$ cat src/rtl/control_unit_fsm_if.sv
// control_unit_fsm_if: bundle between the control unit and the ARM-subset datapath/memory.
// Latency: none, wires only; the control unit drives the strobes, the datapath drives IR/MOC/cond.
// Backpressure: MOC is the only stall input; strobes are level signals valid for a whole state.
interface control_unit_fsm_if;
  // datapath -> control unit
  logic        MOC;
  logic        cond;
  logic [31:0] ir;
  // control unit -> datapath
  logic        FRld;
  logic        RFld;
  logic        IRld;
  logic        MARld;
  logic        MDRld;
  logic        RW;
  logic        MOV;
  logic        Cin;
  logic        MD;
  logic        ME;
  logic [1:0]  MA;
  logic [1:0]  MB;
  logic [1:0]  MC;
  logic [1:0]  DL;
  logic [4:0]  OP;
  logic [9:0]  current_state;

  modport master (
    input  MOC, cond, ir,
    output FRld, RFld, IRld, MARld, MDRld, RW, MOV, Cin, MD, ME,
    output MA, MB, MC, DL, OP, current_state
  );

  modport slave (
    output MOC, cond, ir,
    input  FRld, RFld, IRld, MARld, MDRld, RW, MOV, Cin, MD, ME,
    input  MA, MB, MC, DL, OP, current_state
  );
endinterface

$ cat src/rtl/control_unit_fsm.sv
// control_unit_fsm: Moore fetch/decode/execute sequencer for the ARM-subset datapath (optional macro CU_COND_CHECK_EN).
// Latency: one state per clk; outputs are registered from the next-state decode so they line up with current_state.
// Backpressure: states 3 (fetch) and 41 (store) hold while MOC=0; reset low aborts at once with all outputs 0.
module control_unit_fsm (
  input logic                clk,
  input logic                reset,
  control_unit_fsm_if.master cu
);

  typedef enum logic [9:0] {
    S_RESET      = 10'd0,
    S_FETCH_MAR  = 10'd1,
    S_FETCH_REQ  = 10'd2,
    S_FETCH_WAIT = 10'd3,
    S_DECODE     = 10'd4,
    S_DP_IMM_S   = 10'd10,
    S_DP_IMM     = 10'd11,
    S_B          = 10'd12,
    S_BL         = 10'd13,
    S_OFS_IU     = 10'd20,
    S_OFS_RU     = 10'd21,
    S_PRE_IU     = 10'd22,
    S_PRE_RU     = 10'd23,
    S_POST_IU    = 10'd24,
    S_POST_IU_WB = 10'd25,
    S_POST_RU    = 10'd27,
    S_POST_RU_WB = 10'd28,
    S_OFS_ID     = 10'd30,
    S_OFS_RD     = 10'd31,
    S_PRE_ID     = 10'd32,
    S_PRE_RD     = 10'd33,
    S_POST_ID    = 10'd34,
    S_POST_ID_WB = 10'd35,
    S_POST_RD    = 10'd37,
    S_POST_RD_WB = 10'd38,
    S_STB_MDR    = 10'd40,
    S_STB_WAIT   = 10'd41
  } state_e;

  typedef struct packed {
    logic       fr_ld;
    logic       rf_ld;
    logic       ir_ld;
    logic       mar_ld;
    logic       mdr_ld;
    logic       rw;
    logic       mov;
    logic       me;
    logic       md;
    logic       cin;
    logic [1:0] ma;
    logic [1:0] mb;
    logic [1:0] mc;
    logic [1:0] dl;
    logic [4:0] op;
  } ctl_t;

  localparam logic [4:0] OP_ADD   = 5'b00100;
  localparam logic [4:0] OP_SUB   = 5'b00010;
  localparam logic [4:0] OP_PASSA = 5'b10000;

  state_e state_q, state_d;
  state_e decode_nxt;
  state_e mem_nxt;
  ctl_t   ctl_q, ctl_d;
  logic   exec_ok;
  logic   is_reg;
  logic   stb_byte;
  logic   unused_ir;

  // With condition checking enabled a failed condition skips straight back to fetch.
`ifdef CU_COND_CHECK_EN
  assign exec_ok   = cu.cond;
  assign unused_ir = &{1'b0, cu.ir[31:28], cu.ir[19:5], cu.ir[3:0]};
`else
  assign exec_ok   = 1'b1;
  assign unused_ir = &{1'b0, cu.cond, cu.ir[31:28], cu.ir[19:5], cu.ir[3:0]};
`endif

  // Only store-byte (L=0, B=1) is supported among the single data transfers.
  assign is_reg   = cu.ir[25];
  assign stb_byte = !cu.ir[20] && cu.ir[22];

  // Addressing-mode selection for store byte: {reg offset, U} picks the family, P/W pick offset/pre/post.
  always_comb begin
    mem_nxt = S_FETCH_MAR;
    case ({is_reg, cu.ir[23]})
      2'b01:   mem_nxt = !cu.ir[24] ? S_POST_IU : (cu.ir[21] ? S_PRE_IU : S_OFS_IU);
      2'b00:   mem_nxt = !cu.ir[24] ? S_POST_ID : (cu.ir[21] ? S_PRE_ID : S_OFS_ID);
      2'b11:   mem_nxt = !cu.ir[24] ? S_POST_RU : (cu.ir[21] ? S_PRE_RU : S_OFS_RU);
      default: mem_nxt = !cu.ir[24] ? S_POST_RD : (cu.ir[21] ? S_PRE_RD : S_OFS_RD);
    endcase
  end

  // Instruction class decode from IR[27:25]; anything unsupported returns to fetch.
  always_comb begin
    decode_nxt = S_FETCH_MAR;
    if (exec_ok) begin
      case (cu.ir[27:25])
        3'b001:  decode_nxt = cu.ir[20] ? S_DP_IMM_S : S_DP_IMM;
        3'b101:  decode_nxt = cu.ir[24] ? S_BL : S_B;
        3'b010:  if (stb_byte) decode_nxt = mem_nxt;
        3'b011:  if (stb_byte && !cu.ir[4]) decode_nxt = mem_nxt;
        default: decode_nxt = S_FETCH_MAR;
      endcase
    end
  end

  // Next-state sequencing; unknown codes fall back to reset.
  always_comb begin
    state_d = S_RESET;
    case (state_q)
      S_RESET:      state_d = S_FETCH_MAR;
      S_FETCH_MAR:  state_d = S_FETCH_REQ;
      S_FETCH_REQ:  state_d = S_FETCH_WAIT;
      S_FETCH_WAIT: state_d = cu.MOC ? S_DECODE : S_FETCH_WAIT;
      S_DECODE:     state_d = decode_nxt;
      S_DP_IMM_S,
      S_DP_IMM,
      S_B:          state_d = S_FETCH_MAR;
      S_BL:         state_d = S_B;
      S_OFS_IU, S_OFS_RU, S_OFS_ID, S_OFS_RD,
      S_PRE_IU, S_PRE_RU, S_PRE_ID, S_PRE_RD,
      S_POST_IU_WB, S_POST_RU_WB,
      S_POST_ID_WB, S_POST_RD_WB: state_d = S_STB_MDR;
      S_POST_IU:    state_d = S_POST_IU_WB;
      S_POST_RU:    state_d = S_POST_RU_WB;
      S_POST_ID:    state_d = S_POST_ID_WB;
      S_POST_RD:    state_d = S_POST_RD_WB;
      S_STB_MDR:    state_d = S_STB_WAIT;
      S_STB_WAIT:   state_d = cu.MOC ? S_FETCH_MAR : S_STB_WAIT;
      default:      state_d = S_RESET;
    endcase
  end

  // Moore output decode of the state being entered, so the registered outputs match current_state.
  always_comb begin
    ctl_d = '0;
    case (state_d)
      S_FETCH_MAR: begin
        ctl_d.ma = 2'b01; ctl_d.op = OP_PASSA; ctl_d.mar_ld = 1'b1;
      end
      S_FETCH_REQ: begin
        ctl_d.ma = 2'b01; ctl_d.mb = 2'b10; ctl_d.op = OP_ADD; ctl_d.mc = 2'b10;
        ctl_d.rf_ld = 1'b1; ctl_d.mov = 1'b1; ctl_d.me = 1'b1; ctl_d.rw = 1'b1; ctl_d.dl = 2'b10;
      end
      S_FETCH_WAIT: begin
        ctl_d.mov = 1'b1; ctl_d.me = 1'b1; ctl_d.rw = 1'b1; ctl_d.dl = 2'b10; ctl_d.ir_ld = 1'b1;
      end
      S_DP_IMM_S, S_DP_IMM: begin
        ctl_d.mb = 2'b01; ctl_d.op = {1'b0, cu.ir[24:21]}; ctl_d.rf_ld = 1'b1;
        ctl_d.fr_ld = (state_d == S_DP_IMM_S);
      end
      S_BL: begin
        ctl_d.ma = 2'b01; ctl_d.op = OP_PASSA; ctl_d.mc = 2'b01; ctl_d.rf_ld = 1'b1;
      end
      S_B: begin
        ctl_d.ma = 2'b01; ctl_d.mb = 2'b11; ctl_d.op = OP_ADD; ctl_d.mc = 2'b10; ctl_d.rf_ld = 1'b1;
      end
      S_OFS_IU, S_OFS_ID, S_PRE_IU, S_PRE_ID: begin
        ctl_d.mb = 2'b01; ctl_d.mar_ld = 1'b1;
        ctl_d.op = (state_d == S_OFS_IU || state_d == S_PRE_IU) ? OP_ADD : OP_SUB;
        if (state_d == S_PRE_IU || state_d == S_PRE_ID) begin
          ctl_d.mc = 2'b11; ctl_d.rf_ld = 1'b1;
        end
      end
      S_OFS_RU, S_OFS_RD, S_PRE_RU, S_PRE_RD: begin
        ctl_d.mb = 2'b00; ctl_d.mar_ld = 1'b1;
        ctl_d.op = (state_d == S_OFS_RU || state_d == S_PRE_RU) ? OP_ADD : OP_SUB;
        if (state_d == S_PRE_RU || state_d == S_PRE_RD) begin
          ctl_d.mc = 2'b11; ctl_d.rf_ld = 1'b1;
        end
      end
      S_POST_IU, S_POST_RU, S_POST_ID, S_POST_RD: begin
        ctl_d.op = OP_PASSA; ctl_d.mar_ld = 1'b1;
      end
      S_POST_IU_WB, S_POST_RU_WB, S_POST_ID_WB, S_POST_RD_WB: begin
        ctl_d.mc = 2'b11; ctl_d.rf_ld = 1'b1;
        ctl_d.mb = (state_d == S_POST_IU_WB || state_d == S_POST_ID_WB) ? 2'b01 : 2'b00;
        ctl_d.op = (state_d == S_POST_IU_WB || state_d == S_POST_RU_WB) ? OP_ADD : OP_SUB;
      end
      S_STB_MDR: begin
        ctl_d.ma = 2'b10; ctl_d.op = OP_PASSA; ctl_d.md = 1'b1; ctl_d.mdr_ld = 1'b1;
      end
      S_STB_WAIT: begin
        ctl_d.mov = 1'b1; ctl_d.me = 1'b1; ctl_d.rw = 1'b0; ctl_d.dl = 2'b00;
      end
      default: ctl_d = '0;
    endcase
  end

  // State and output registers; reset clears both immediately, dropping any memory request.
  always_ff @(posedge clk or negedge reset) begin
    if (!reset) begin
      state_q <= S_RESET;
      ctl_q   <= '0;
    end else begin
      state_q <= state_d;
      ctl_q   <= ctl_d;
    end
  end

  assign cu.FRld          = ctl_q.fr_ld;
  assign cu.RFld          = ctl_q.rf_ld;
  assign cu.IRld          = ctl_q.ir_ld;
  assign cu.MARld         = ctl_q.mar_ld;
  assign cu.MDRld         = ctl_q.mdr_ld;
  assign cu.RW            = ctl_q.rw;
  assign cu.MOV           = ctl_q.mov;
  assign cu.ME            = ctl_q.me;
  assign cu.MD            = ctl_q.md;
  assign cu.Cin           = ctl_q.cin;
  assign cu.MA            = ctl_q.ma;
  assign cu.MB            = ctl_q.mb;
  assign cu.MC            = ctl_q.mc;
  assign cu.DL            = ctl_q.dl;
  assign cu.OP            = ctl_q.op;
  assign cu.current_state = state_q;

endmodule

$ cat src/flat_wrapper.sv
// flat-port wrapper written by rule: the top's interface ports become plain ports
module control_unit_fsm_flat 
  (clk, reset, cu_MOC, cu_cond, cu_ir, cu_FRld, cu_RFld, cu_IRld, cu_MARld, cu_MDRld, cu_RW, cu_MOV, cu_Cin, cu_MD, cu_ME, cu_MA, cu_MB, cu_MC, cu_DL, cu_OP, cu_current_state);
  control_unit_fsm_if cu_i ();
  input logic clk;
  input logic reset;
  input wire logic [$bits(cu_i.MOC)-1:0] cu_MOC;
  input wire logic [$bits(cu_i.cond)-1:0] cu_cond;
  input wire logic [$bits(cu_i.ir)-1:0] cu_ir;
  output wire logic [$bits(cu_i.FRld)-1:0] cu_FRld;
  output wire logic [$bits(cu_i.RFld)-1:0] cu_RFld;
  output wire logic [$bits(cu_i.IRld)-1:0] cu_IRld;
  output wire logic [$bits(cu_i.MARld)-1:0] cu_MARld;
  output wire logic [$bits(cu_i.MDRld)-1:0] cu_MDRld;
  output wire logic [$bits(cu_i.RW)-1:0] cu_RW;
  output wire logic [$bits(cu_i.MOV)-1:0] cu_MOV;
  output wire logic [$bits(cu_i.Cin)-1:0] cu_Cin;
  output wire logic [$bits(cu_i.MD)-1:0] cu_MD;
  output wire logic [$bits(cu_i.ME)-1:0] cu_ME;
  output wire logic [$bits(cu_i.MA)-1:0] cu_MA;
  output wire logic [$bits(cu_i.MB)-1:0] cu_MB;
  output wire logic [$bits(cu_i.MC)-1:0] cu_MC;
  output wire logic [$bits(cu_i.DL)-1:0] cu_DL;
  output wire logic [$bits(cu_i.OP)-1:0] cu_OP;
  output wire logic [$bits(cu_i.current_state)-1:0] cu_current_state;
  assign cu_i.MOC = cu_MOC;
  assign cu_i.cond = cu_cond;
  assign cu_i.ir = cu_ir;
  assign cu_FRld = cu_i.FRld;
  assign cu_RFld = cu_i.RFld;
  assign cu_IRld = cu_i.IRld;
  assign cu_MARld = cu_i.MARld;
  assign cu_MDRld = cu_i.MDRld;
  assign cu_RW = cu_i.RW;
  assign cu_MOV = cu_i.MOV;
  assign cu_Cin = cu_i.Cin;
  assign cu_MD = cu_i.MD;
  assign cu_ME = cu_i.ME;
  assign cu_MA = cu_i.MA;
  assign cu_MB = cu_i.MB;
  assign cu_MC = cu_i.MC;
  assign cu_DL = cu_i.DL;
  assign cu_OP = cu_i.OP;
  assign cu_current_state = cu_i.current_state;
  control_unit_fsm u_core (.clk(clk), .reset(reset), .cu(cu_i));
endmodule
$ cat config.mk
export PLATFORM = sky130hd
export DESIGN_NAME = control_unit_fsm_flat
export DESIGN_NICKNAME = d
export VERILOG_FILES = /design/src/rtl/control_unit_fsm_if.sv /design/src/rtl/control_unit_fsm.sv /design/src/flat_wrapper.sv
export SDC_FILE = /design/constraint.sdc
export NUM_CORES = 1
export LEC_CHECK = 0
export ABC_AREA = 1
export ABC_CLOCK_PERIOD_IN_PS = 1900
export CAP_MARGIN = 20
export CORE_MARGIN = 2
export CORE_UTILIZATION = 38
export DETAILED_ROUTE_END_ITERATION = 10
export GPL_TIMING_DRIVEN = 0
export PLACE_DENSITY = 0.79
export SLEW_MARGIN = 20
export SYNTH_ARGS = -nofsm -noshare
export SYNTH_HDL_FRONTEND = slang
export SYNTH_SLANG_ARGS = --single-unit
$ cat constraint.sdc
create_clock -name clk -period 1.9 [get_ports clk]
set_input_delay 0.38 -clock clk [delete_from_list [all_inputs] [get_ports clk]]
set_output_delay 0.38 -clock clk [all_outputs]
set_load 0.05 [all_outputs]
# [Word-level counts from Yosys, hierarchy flattened]
# Cells that the tools add are included.
[totals] mem_bits_rw=0 latchBits=0 inputBits=36 n_memories=0 rom_bits=0 word_cells=132 output_inout_bits=33 ff_bits=31
[op_classes] add_sub_neg=0 n_mux=36 n_reduce_logical=25 order_cmp=0 n_mul=0 shift=0 div=0 n_eq_ne=57 n_bitwise=0
[op_table] op="10-bit by 5-bit equality test with 1-bit output, second input constant" count=20
[op_table] op="10-bit by 6-bit equality test with 1-bit output, second input constant" count=16
[op_table] op="10-bit one-hot mux with 13 select lines" count=1
[op_table] op="10-bit by 4-bit equality test with 1-bit output, second input constant" count=8
[op_table] op="10-bit 2-to-1 mux" count=6
[op_table] op="10-bit by 2-bit equality test with 1-bit output, second input constant" count=4
[op_table] op="10-bit one-hot mux with 4 select lines" count=1
[op_table] op="10-bit one-hot mux with 3 select lines" count=1
[op_table] op="5-bit one-hot mux with 6 select lines" count=1
[op_table] op="10-bit by 1-bit equality test with 1-bit output, second input constant" count=2
[op_table] op="4-bit OR reduction" count=5
[op_table] op="6-bit 2-to-1 mux" count=3
[op_table] op="13-bit OR reduction" count=1
[op_table] op="3-bit 2-to-1 mux" count=4
[op_table] op="12-bit OR reduction" count=1
[op_table] op="10-bit by 3-bit equality test with 1-bit output, second input constant" count=1
[op_table] op="10-bit logical NOT" count=1
[op_table] op="2-bit 2-to-1 mux" count=5
[op_table] op="2-bit one-hot mux with 5 select lines" count=1
[op_table] op="1-bit 2-to-1 mux" count=9
[op_table] op="9-bit OR reduction" count=1
[op_table] op="2-bit one-hot mux with 4 select lines" count=1
[op_table] op="7-bit OR reduction" count=1
[op_table] op="3-bit by 2-bit equality test with 1-bit output, second input constant" count=2
[op_table] op="other kinds (13)" count=22

# [Logic depth before layout (Yosys ltp)]
# Gate-level depths: netlist (run 1).
[logic_depth] ltp_word=10 mapped_depth=14 ltp_nobuf=14

# [Least setup slack after synthesis (run 1)]
# Ideal clock, no wire load.
[synth_timing] path_kind="reg-to-reg" from="reg u_core.state_q[1], in the netlist u_core.cu.current_state[1]" to="reg u_core.ctl_q (netlist bit u_core.cu.MB[0])" setup_slack_ns=-0.120 path_buffers=0 setup_ns=0.124 stages_incl_launch_ff=13 required_ns=1.776 t_arrival_ns=1.896 cell_sequence="dfrtp_1 inv_2 nand2_1 nand2_1 nand3_2 nand2_1 nor2_2 nand3_1 nor2_2 nor2_2 nand2_1 nand3_1 or2_1"
[synth_lines] item="start, declared" line="control_unit_fsm.sv:62" rtl="state_e state_q, state_d;"
[synth_lines] item="start signal, assigned" line="control_unit_fsm.sv:198" rtl="state_q <= state_d;"
[synth_lines] item="end signal, assigned" line="control_unit_fsm.sv:199" rtl="ctl_q <= ctl_d;"
[synth_lines] item="end, declared" line="control_unit_fsm.sv:65" rtl="ctl_t ctl_q, ctl_d;"

==> impl_results.md, run 1 <==
- Final setup vio count: 7
- Clock Sink Count: 25
- Die Wd: 70.77 um
- Max-cap violations: 0
- Area contributors post-synth: dfrtp_1 (37%), nand2_1 (15%), nor2_1 (8.4%)
- Vias in the first global route: around 1,600
- DRC: 0
- Critical path peak fanout: 5
- I/O pin count: between 60 and 70
- Slew Limit Fails: 0
- Layout Skew: a little under 7 ps
- Min Hold Slack: 88.23 ps
- Drt via density: 5.072
- Final Hold Vio Count: 0
- Leakage: about 1.4 nW
- RSZ-0062 raised after global routing: true
- DP Area: around 2200 um^2
- Final WL: 4.944 mm
- CTS clk-pin slew, worst paths: about 90 ps
- Rows: 24
- Total CTS buffers: 3
- Yosys reg bits: 25
- Initial antenna violation count: 0
- Fin crit share: 102.9%
- Gr busiest metal: met2
- Worst-Skew Late Latency: 270 ps
- Starting Density: 39.18%
- Netlist cell types: 23
- Layout area overhead: 53.47%
- First-pass GRT wire length: just over 7 mm
- 1st-iter DRT viols: 160
- Die Area: 5008 um^2
- Setup TNS: -213.9 ps
- Clock Root Buffer: clkbuf_8
- Drt pass-1 iters: 4
- Netlist Area Pre-Place: 1694 um^2
- Synthesized instance count: around 250
- Post-Layout Cell Count: 361
- Vias after detailed routing: around 1,800
- Critical Path AT: roughly 2200 ps
- Placed cell count: 341
- Final WS setup: -55.17 ps
- Reg2Reg Setup Slack: -50 ps
- Antenna cells: 0
- Final global-route overflow total: 0
- Hold Crit Class: input pin to async pin
- Fin crit period: ~2000 ps
- Core ar.: 4324 um^2
- Top cell type's share of synthesized area: a little under two fifths
- Slew HR: a little over three fifths
- Status: finished with violations
- Finished Cell Area: around 2600 um^2
- Largest net degree at the start of global routing: 26
- Failing checks: setup timing
- Most frequent cells in the layout: nand2_1 (54), buf_4 (24), nor2_1 (23), clkdlybuf4s50_1 (23), inv_1 (22)
- Fin nets: between 300 and 400
- RD Place Congestion: between 0.9 and 1
- Critical Path End Type: flip-flop
- Syn Area/Cell: slightly below 7 um^2
- DP Wirelength: approximately 3.1 mm
- Share of post-route cells with drive strength above 1: a little over a third
- Pin slew with the least headroom to its limit: approximately 550 ps
- Critical path type: input pin to flip-flop
- Highest clock rate: approximately 510 MHz
- Critical Path Start Type: input pin
- CTS tree: yes
- Port-buffer cells: 38
- GRT Total Usage: between 15 and 20%
- Remaining antenna violation count: 0
- Power, Total: ~3.4 mW
- Cell taking the most area after synthesis: dfrtp_1
- Peak supply drop: ~0.48 mV
- M2 GR Usage: 29.60%
- Wire length per cell: ~14 um
- H-tree depth: 1
- Commonest non-fill, non-tap cell in the layout: nand2_1
- CTS max path bufs: 2
- GRT met1 Usage: between 20% and 30%
- Synth warn: 0
- Sequential fraction of the synthesis area: between 30 and 40%
- P per Cell Area: between 1000 and 1500 nW/um^2
- CP Data Required Time: about 2100 ps
- Met3 Use GR: under 10%
- Die Ht: between 70 and 80 um
==> worst max-delay path, cell delays in order <==
cell             delay [ps]
clkdlybuf4s50_1         490
nand2_1                 120
nand4_4                 160
inv_2                    70
a21oi_1                 160
nand3_2                 190
nor2_4                  170
nand4_1                 150
nand2_1                 140
inv_2                    50
nand3_1                  80
==> final timing paths <==
kind,from,endpoint,cells after the start
min in group clk,cu_ir[24],u_core.cu.OP[3]$_DFF_PN0_,3
setup reg to reg,u_core.cu.current_state[1]$_DFF_PN0_,u_core.cu.OP[2]$_DFF_PN0_,12
max in group asynchronous,reset,u_core.cu.current_state[5]$_DFF_PN0_,1
hold / removal,reset,u_core.cu.MARld$_DFF_PN0_,1
hold reg to reg,u_core.cu.current_state[3]$_DFF_PN0_,u_core.cu.MA[1]$_DFF_PN0_,3
setup / recovery,cu_MOC,u_core.cu.OP[2]$_DFF_PN0_,11
==> logic make-up after synthesis <==
kind of cell           Yosys count  share of synthesized area [%]
AOI/OAI and AO/OA                6                          2.511
buffers and inverters           41                          11.01
DFF                             25                          36.93
other                            1                         0.2214
and+or+nand+nor                173                          49.34
==> sequential cells by signal, indices dropped and copies added, names as in the netlist, 2 cells and up <==
name and cells:
u_core.cu.MC 2, u_core.cu.MB 2, u_core.cu.OP 5, u_core.cu.MA 2, u_core.cu.current_state 6
==> layer usage <==
metal | wire length [um] | part of all wire [%]
met3 | 320 | 6.5
met2 | 2480 | 50
met4 | 121 | 2.4
met1 | 2022 | 41
met5 | 0 | 0
==> repair_timing <==
item | in CTS | in global routing
resized for setup | 21 | 58
pin swaps | 3 | 19
buffers inserted | 4 | 12
hold buffers | 0 | 0
endpoints found under the hold margin | 0 | 0
setup endpoints to repair | 14 | 13
==> final cells by class <==
type | instances | area [um^2]
Fill cell | 386 | 1724
Inverter | 33 | 128.9
Clock buffer | 3 | 41.29
Clock inverter | 1 | 5.005
Sequential cell | 25 | 633.1
Timing Repair Buffer | 54 | 501.7
Buffer | 8 | 60.06
Multi-Input combinational cell | 185 | 1165
Tap cell | 52 | 65.06
==> cell usage after synthesis <==
cell type	number
inv_1	22
inv_4	1
nor2_1	38
a21oi_1	2
nand3_2	10
o211ai_1	1
nor3_1	1
nor3_2	1
conb_1	1
dfrtp_1	25
or2_1	1
nor2_4	2
inv_2	10
nand4_1	7
and3_1	2
nand3_1	28
buf_4	8
nand2_1	69
nand4_2	1
a21boi_0	1
nor2_2	13
o211ai_2	1
o21ai_1	1
==> report_power, final <==
part / switching, mW / leakage [nW] / internal, mW
sequential: 0.127 / 0.320 / 0.694
combinational: 1.54 / 1.07 / 0.761
clock: 0.169 / 0.0255 / 0.147
total: 1.84 / 1.42 / 1.60
==> through the flow <==
stage / utilization (%) / setup WS (ps)
2_1_floorplan: - / 36.22
3_3_place_gp: 50.20 / -446.4
3_5_place_dp: 50.20 / -465.1
4_1_cts: 53.13 / -0.7887
5_1_grt: 60.13 / -141.2
6_report: 60.13 / -55.17
(Power assumes the default switching activity.)
==> inputs of run 2 (changes only) <==
CORE_ASPECT_RATIO = 0.6   (was not set)
==> run 2 against run 1 <==
The run still ends with setup timing left; critical endpoint is now u_core.cu.MB[0]$_DFF_PN0_; fmax decreased by 1.0%; die area up 0.35%; clock skew grew 4.0 ps; count of clock-buffer cells in the layout did not move; sequential cell count did not move; critical path depth shrank 2; via count up 0.11%; non-clock buffer count shrank 2; power is 0.27% lower; largest cell class unchanged.
==> impl_results.md, run 2 (synthesized netlist as in run 1, its figures left out) <==
- Final WS setup: -75.29 ps (-20.11 ps)
- Highest clock rate: 506.3 MHz (-1.0%)
- CTS clk-pin slew, worst paths: 100 ps (about the same)
- Pin slew with the least headroom to its limit: 563.5 ps (+11.73 ps)
- RSZ-0062 raised after global routing: true
- Critical Path End Type: flip-flop
- Critical path peak fanout: 6 (+1)
- Slew HR: 62.43% (-0.78 points)
- Remaining antenna violation count: 0 (unchanged)
- Final global-route overflow total: 0 (unchanged)
- Total CTS buffers: 3 (unchanged)
- GRT Total Usage: 17.54% (+0.13 points)
- Fin crit share: 104.0% (+1.1 points)
- Antenna cells: 0 (unchanged)
- CTS tree: yes
- H-tree depth: 1 (unchanged)
- Initial antenna violation count: 0 (unchanged)
- Clock Root Buffer: clkbuf_8
- Layout Skew: 10.87 ps (+4.045 ps)
- Post-CTS Hold Fix Bufs: 0 (unchanged)
- Critical Path Start Type: flip-flop
- Final Hold Vio Count: 0 (unchanged)
- Die Area: 5026 um^2 (+0.35%)
- DRC: 0 (unchanged)
- Pre-CTS setup slack: -528.1 ps (-63.01 ps)
- Clock Sink Count: 25 (unchanged)
- Fin crit period: 1975 ps (+20.11 ps)
- Finished Cell Area: 2561 um^2 (-1.5%)
- Slew Limit Fails: 0 (unchanged)
- Port-buffer cells: 38 (unchanged)
- Wire length per cell: 13.26 um (-3.2%)
- Critical Path AT: 2150 ps (about the same)
- Largest net degree at the start of global routing: 26 (unchanged)
- CTS max path bufs: 2 (unchanged)
- Die Ht: 55.72 um (-21%)
- Worst-Skew Late Latency: 280 ps (about the same)
- Fin nets: 344 (-0.58%)
- DP Wirelength: 3.447 mm (+10%)
- P per Cell Area: 1339 nW/um^2 (+1.2%)
- I/O pin count: 69 (unchanged)
- Rows: 18 (-25%)
- Hold Crit Class: input pin to async pin
- DP Area: 2181 um^2 (+0.46%)
- Starting Density: 40.44% (+1.3 points)
- Failing checks: setup timing
- Core ar.: 4189 um^2 (-3.1%)
- Die Wd: 90.20 um (+27%)
- Most frequent cells in the layout: nand2_1 (60), clkdlybuf4s50_1 (24), nor2_1 (23)
- Drt via density: 4.995 (-1.5%)
- Drt pass-1 iters: 4 (unchanged)
- CP Data Required Time: 2080 ps (-30 ps)
- Final setup vio count: 9 (+2)
- Final WL: 4.865 mm (-1.6%)
- Commonest non-fill, non-tap cell in the layout: nand2_1
- Leakage: 1.347 nW (-5.2%)
- Share of post-route cells with drive strength above 1: 33.55% (-2.7 points)
- Layout area overhead: 51.18%
- Vias after detailed routing: 1,833 (+0.11%)
- Peak supply drop: 0.4760 mV (-0.20%)
- Vias in the first global route: 1,546 (-5.6%)
- Max-cap violations: 0 (unchanged)
- Max FFs per register: 6 (unchanged)
- Status: finished with violations
- 1st-iter DRT viols: 101 (-37%)
- RD Place Congestion: 0.9182 (+1.6%)
- First-pass GRT wire length: 7.086 mm (unchanged)
- Critical path type: flip-flop to flip-flop
[run 2: changes by cell type in the layout (fill, tap and decap cells not counted), moves of 2 or more]
cell	previous run	this run
nand2_1	54	60
nand2_2	15	9
dlygate4sd2_1	7	12
dlymetal6s2s_1	6	1
buf_4	24	22
nand3_1	20	22
nand3_2	10	8
[run 2: timing repair]
action,CTS,global route
buffers inserted,2,12
gates cloned,0,0
setup endpoints to repair,18,10
resized for setup,33,36
pin swaps,2,11
[run 2: metrics by stage]
stage	instances	hold slack, ps	TNS, ps	power, mW	utilization [%]
floorplan	251	84.41	0	2.113	-
global placement	349	718.4	-4273	2.653	52.06
detailed placement	349	730.3	-4778	2.682	52.06
CTS	355	592.7	-11.83	3.155	55.53
global route	367	123.7	-1067	3.583	61.14
finish	367	79.48	-363.6	3.429	61.14
[run 2: cell type report]
type / instances / area (um^2)
Fill cell: 384 / 1628
Buffer: 8 / 60.06
Clock inverter: 1 / 7.507
Multi-Input combinational cell: 185 / 1147
Sequential cell: 25 / 633.1
Clock buffer: 3 / 41.29
Tap cell: 60 / 75.07
Timing Repair Buffer: 52 / 467.9
Inverter: 33 / 128.9
[run 2: path summary, 6_finish.rpt]
kind	start	endpoint	slack, ps	depth (start not counted)
worst min register to register	u_core.cu.current_state[4]$_DFF_PN0_	u_core.cu.IRld$_DFF_PN0_	760	3
worst max-delay path	u_core.cu.current_state[4]$_DFF_PN0_	u_core.cu.MB[0]$_DFF_PN0_	-80	9
max in group asynchronous	reset	u_core.cu.current_state[3]$_DFF_PN0_	1410	1
worst max register to register	u_core.cu.current_state[4]$_DFF_PN0_	u_core.cu.MB[0]$_DFF_PN0_	-80	9
min in group clk	cu_ir[23]	u_core.cu.OP[2]$_DFF_PN0_	610	3
worst min-delay path	reset	u_core.cu.current_state[4]$_DFF_PN0_	80	1
[run 2: report_power, final]
group	total [mW]	internal, mW	switching [mW]
sequential	0.822	0.694	0.128
combinational	2.28	0.739	1.54
clock	0.331	0.149	0.182
[run 2: metal layers]
metal | global-route usage [%] | vias up | share of wire, %
met2 | 27.60 | 102 | 46
met5 | 0 | - | 0
li1 | - | 894 | -
met3 | 4.607 | 8 | 8.8
met1 | 24.70 | 829 | 45
met4 | 3.077 | 0 | 1.0
[run 2: critical path: stages (launching register included)]
cell and delay [ps]:
dfrtp_2 460, nor2_2 290, nand3_1 210, nand2_2 180, nor2_4 60, nand3_4 140
nor2_4 60, nand4_1 150, nand3_2 100, or2_1 210
==> inputs of run 3 (changes only) <==
--- a/config.mk
+++ b/config.mk
@@ -9,3 +9,2 @@
 export ABC_CLOCK_PERIOD_IN_PS = 1900
-export CAP_MARGIN = 20
 export CORE_ASPECT_RATIO = 0.6
@@ -20 +19,2 @@
 export SYNTH_SLANG_ARGS = --single-unit
+export TNS_END_PERCENT = 100
==> constraint.sdc (replaced) <==
create_clock -name clk -period 1.9 [get_ports clk]
set_input_delay 0.285 -clock clk [delete_from_list [all_inputs] [get_ports clk]]
set_output_delay 0.285 -clock clk [all_outputs]
set_load 0.05 [all_outputs]
==> run 3 against run 2 <==
The flow finishes with violations (hold timing, setup timing); sequential power hardly changed; sequential cell count unchanged; fmax decreased by 1.4%; critical endpoint unchanged.
==> impl_results.md, run 3 (synthesized netlist as in run 1, its figures left out) <==
- Critical path type: flip-flop to flip-flop
- Slew Limit Fails: 0 (unchanged)
- Clock Root Buffer: clkbuf_8
- RR Startpoint: u_core.cu.current_state[4]$_DFF_PN0_
- Most frequent cells in the layout: nand2_1 (59), clkdlybuf4s50_1 (28), nor2_1 (25), inv_1 (22), buf_4 (22)
- Fin nets: 344 (unchanged)
- CTS tree: yes
- Critical Path Start Type: flip-flop
- Final setup vio count: 9 (unchanged)
- Peak supply drop: 0.4284 mV (-10%)
- Final global-route overflow total: 0 (unchanged)
- Drt via density: 5.084 (+1.8%)
- Critical Path End Type: flip-flop
- CTS clk-pin slew, worst paths: 100 ps (about the same)
- Max-cap violations: 0 (unchanged)
- Die Area: 5026 um^2 (unchanged)
- Max FFs per register: 6 (unchanged)
- Pin slew with the least headroom to its limit: 568.5 ps (+5.041 ps)
- Final Hold Vio Count: 21 (+21)
- Die Ht: 55.72 um (unchanged)
- CTS max path bufs: 2 (unchanged)
- I/O pin count: 69 (unchanged)
- RSZ-0062 raised after global routing: true
- M2 GR Usage: 25.89% (-1.7 points)
- Largest net degree at the start of global routing: 26 (unchanged)
- H-tree depth: 1 (unchanged)
- Hold Crit Class: input pin to async pin
- P per Cell Area: 1326 nW/um^2 (-0.96%)
- DRC: 0 (unchanged)
- Rows: 18 (unchanged)
- Post-CTS Hold Fix Bufs: 0 (unchanged)
- DP Wirelength: 3.447 mm (unchanged)
- Slew HR: 62.10% (-0.34 points)
- 1st-iter DRT viols: 106 (+5.0%)
- Critical Path AT: 2180 ps (+30 ps)
- Commonest non-fill, non-tap cell in the layout: nand2_1
- Port-buffer cells: 38 (unchanged)
- Critical Path Most Common Cell: nor2_4
- CP cell instances: nor2_4, nand3_4, nor2_4, nand3_2, nand3_4, nor2_4, nand4_1, nand3_2, or2_1
- Min Hold Slack: -14.35 ps (-93.82 ps)
- Critical path peak fanout: 6 (unchanged)
- Met3 Use GR: 4.607% (unchanged)
- Gr busiest metal: met2
- Core ar.: 4189 um^2 (unchanged)
- Status: finished with violations
- Initial antenna violation count: 0 (unchanged)
- Clock Sink Count: 25 (unchanged)
- Power, Total: 3.494 mW (+1.9%)
- Starting Density: 40.44% (unchanged)
- Final core utilization: 62.90% (+1.8 points)
- Fin crit period: 2003 ps (+28.14 ps)
- Worst-Skew Late Latency: 280 ps (about the same)
- Final WL: 5.007 mm (+2.9%)
- Reg2Reg Setup Slack: -100 ps (-30 ps)
- CP Data Required Time: 2080 ps (about the same)
- FILL cells: 382 (-0.52%)
- R2R depth: 9 (unchanged)
- Worst path slowest cell: dfrtp_2
- Drt pass-1 iters: 4 (unchanged)
- Vias after detailed routing: 1,866 (+1.8%)
- Layout area overhead: 55.54%
- DP Area: 2181 um^2 (unchanged)
- Highest clock rate: 499.1 MHz (-1.4%)
- Final WS setup: -103.4 ps (-28.15 ps)
- Finished Cell Area: 2635 um^2 (+2.9%)
- Share of post-route cells with drive strength above 1: 35.50% (+2.0 points)
- Critical R2R Capture: u_core.cu.MB[0]$_DFF_PN0_
- Layout Skew: 11.37 ps (+0.5065 ps)
- GRT Total Usage: 16.92% (-0.62 points)
- RD Place Congestion: 0.9182 (unchanged)
- Max incr delay on CP: 460 ps (about the same)
- Leakage: 1.396 nW (+3.6%)
- Fin crit share: 105.4% (+1.5 points)
- Wire length per cell: 13.64 um (+2.9%)
- Total CTS buffers: 3 (unchanged)
- Failing checks: hold timing, setup timing
- Vias in the first global route: 1,498 (-3.1%)
- First-pass GRT wire length: 6.865 mm (-3.1%)
- Antenna cells: 0 (unchanged)
- Die Wd: 90.20 um (unchanged)
- GRT met1 Usage: 24.28% (-0.42 points)
- Remaining antenna violation count: 0 (unchanged)
## run 3: cell count changes in the layout (fill, tap and decap cells not counted), sizes merged
cell / previous run / this run
dlygate4sd2: 12 / 2
dlymetal6s2s: 1 / 6
buf: 23 / 24
clkdlybuf4s50: 24 / 28
## run 3: where the power goes
group	total, mW	internal, mW	switching [mW]
registers	0.822	0.694	0.128
clock network	0.332	0.149	0.183
logic	2.34	0.778	1.56
## run 3: area by class of cell
cell class	count	area, um^2	share of cell area [%]
Tap cell	60	75.07	2.849
Timing Repair Buffer	52	503.0	19.09
Clock inverter	1	7.507	0.2849
Buffer	8	60.06	2.279
Multi-Input combinational cell	185	1186	45.01
Clock buffer	3	41.29	1.567
Inverter	33	128.9	4.891
Sequential cell	25	633.1	24.03
## run 3: worst max-delay path by stage
stage | slack [ps] | to | startpoint
2_1_floorplan | 40 | u_core.cu.MB[0]$_DFF_PN0_ | u_core.cu.current_state[0]$_DFF_PN0_
3_3_place_gp | -380 | u_core.cu.OP[2]$_DFF_PN0_ | cu_ir[25]
3_5_place_dp | -430 | u_core.cu.OP[2]$_DFF_PN0_ | cu_ir[25]
4_1_cts | -40 | u_core.cu.MB[0]$_DFF_PN0_ | u_core.cu.current_state[1]$_DFF_PN0_
5_1_grt | -180 | u_core.cu.RFld$_DFF_PN0_ | u_core.cu.current_state[4]$_DFF_PN0_
6_report | -100 | u_core.cu.MB[0]$_DFF_PN0_ | u_core.cu.current_state[4]$_DFF_PN0_
## run 3: metal layers
layer | wire, um | vias to the layer above
met5 | 0 | -
met3 | 415 | 13
met4 | 67 | 0
li1 | - | 889
met2 | 2281 | 91
met1 | 2243 | 873
## run 3: worst max-delay path, delay by kind of cell, from the launching register on
family           cells  cell delay (ps)
DFF                  1              460
and+or+nand+nor      9             1430
## run 3: what timing repair did
action	CTS	global route
endpoints found under the setup margin	9	11
pin swaps	1	7
gates resized for setup	11	61
buffers inserted	0	14
## run 3: metrics by stage
step                TNS [ps]  cells  worst slack (ps)
floorplan                  0    251             36.22
global placement       -3228    349            -376.1
detailed placement     -3718    349            -433.1
CTS                   -184.1    353            -38.88
global route           -1118    367            -177.3
finish                -483.5    367            -103.4
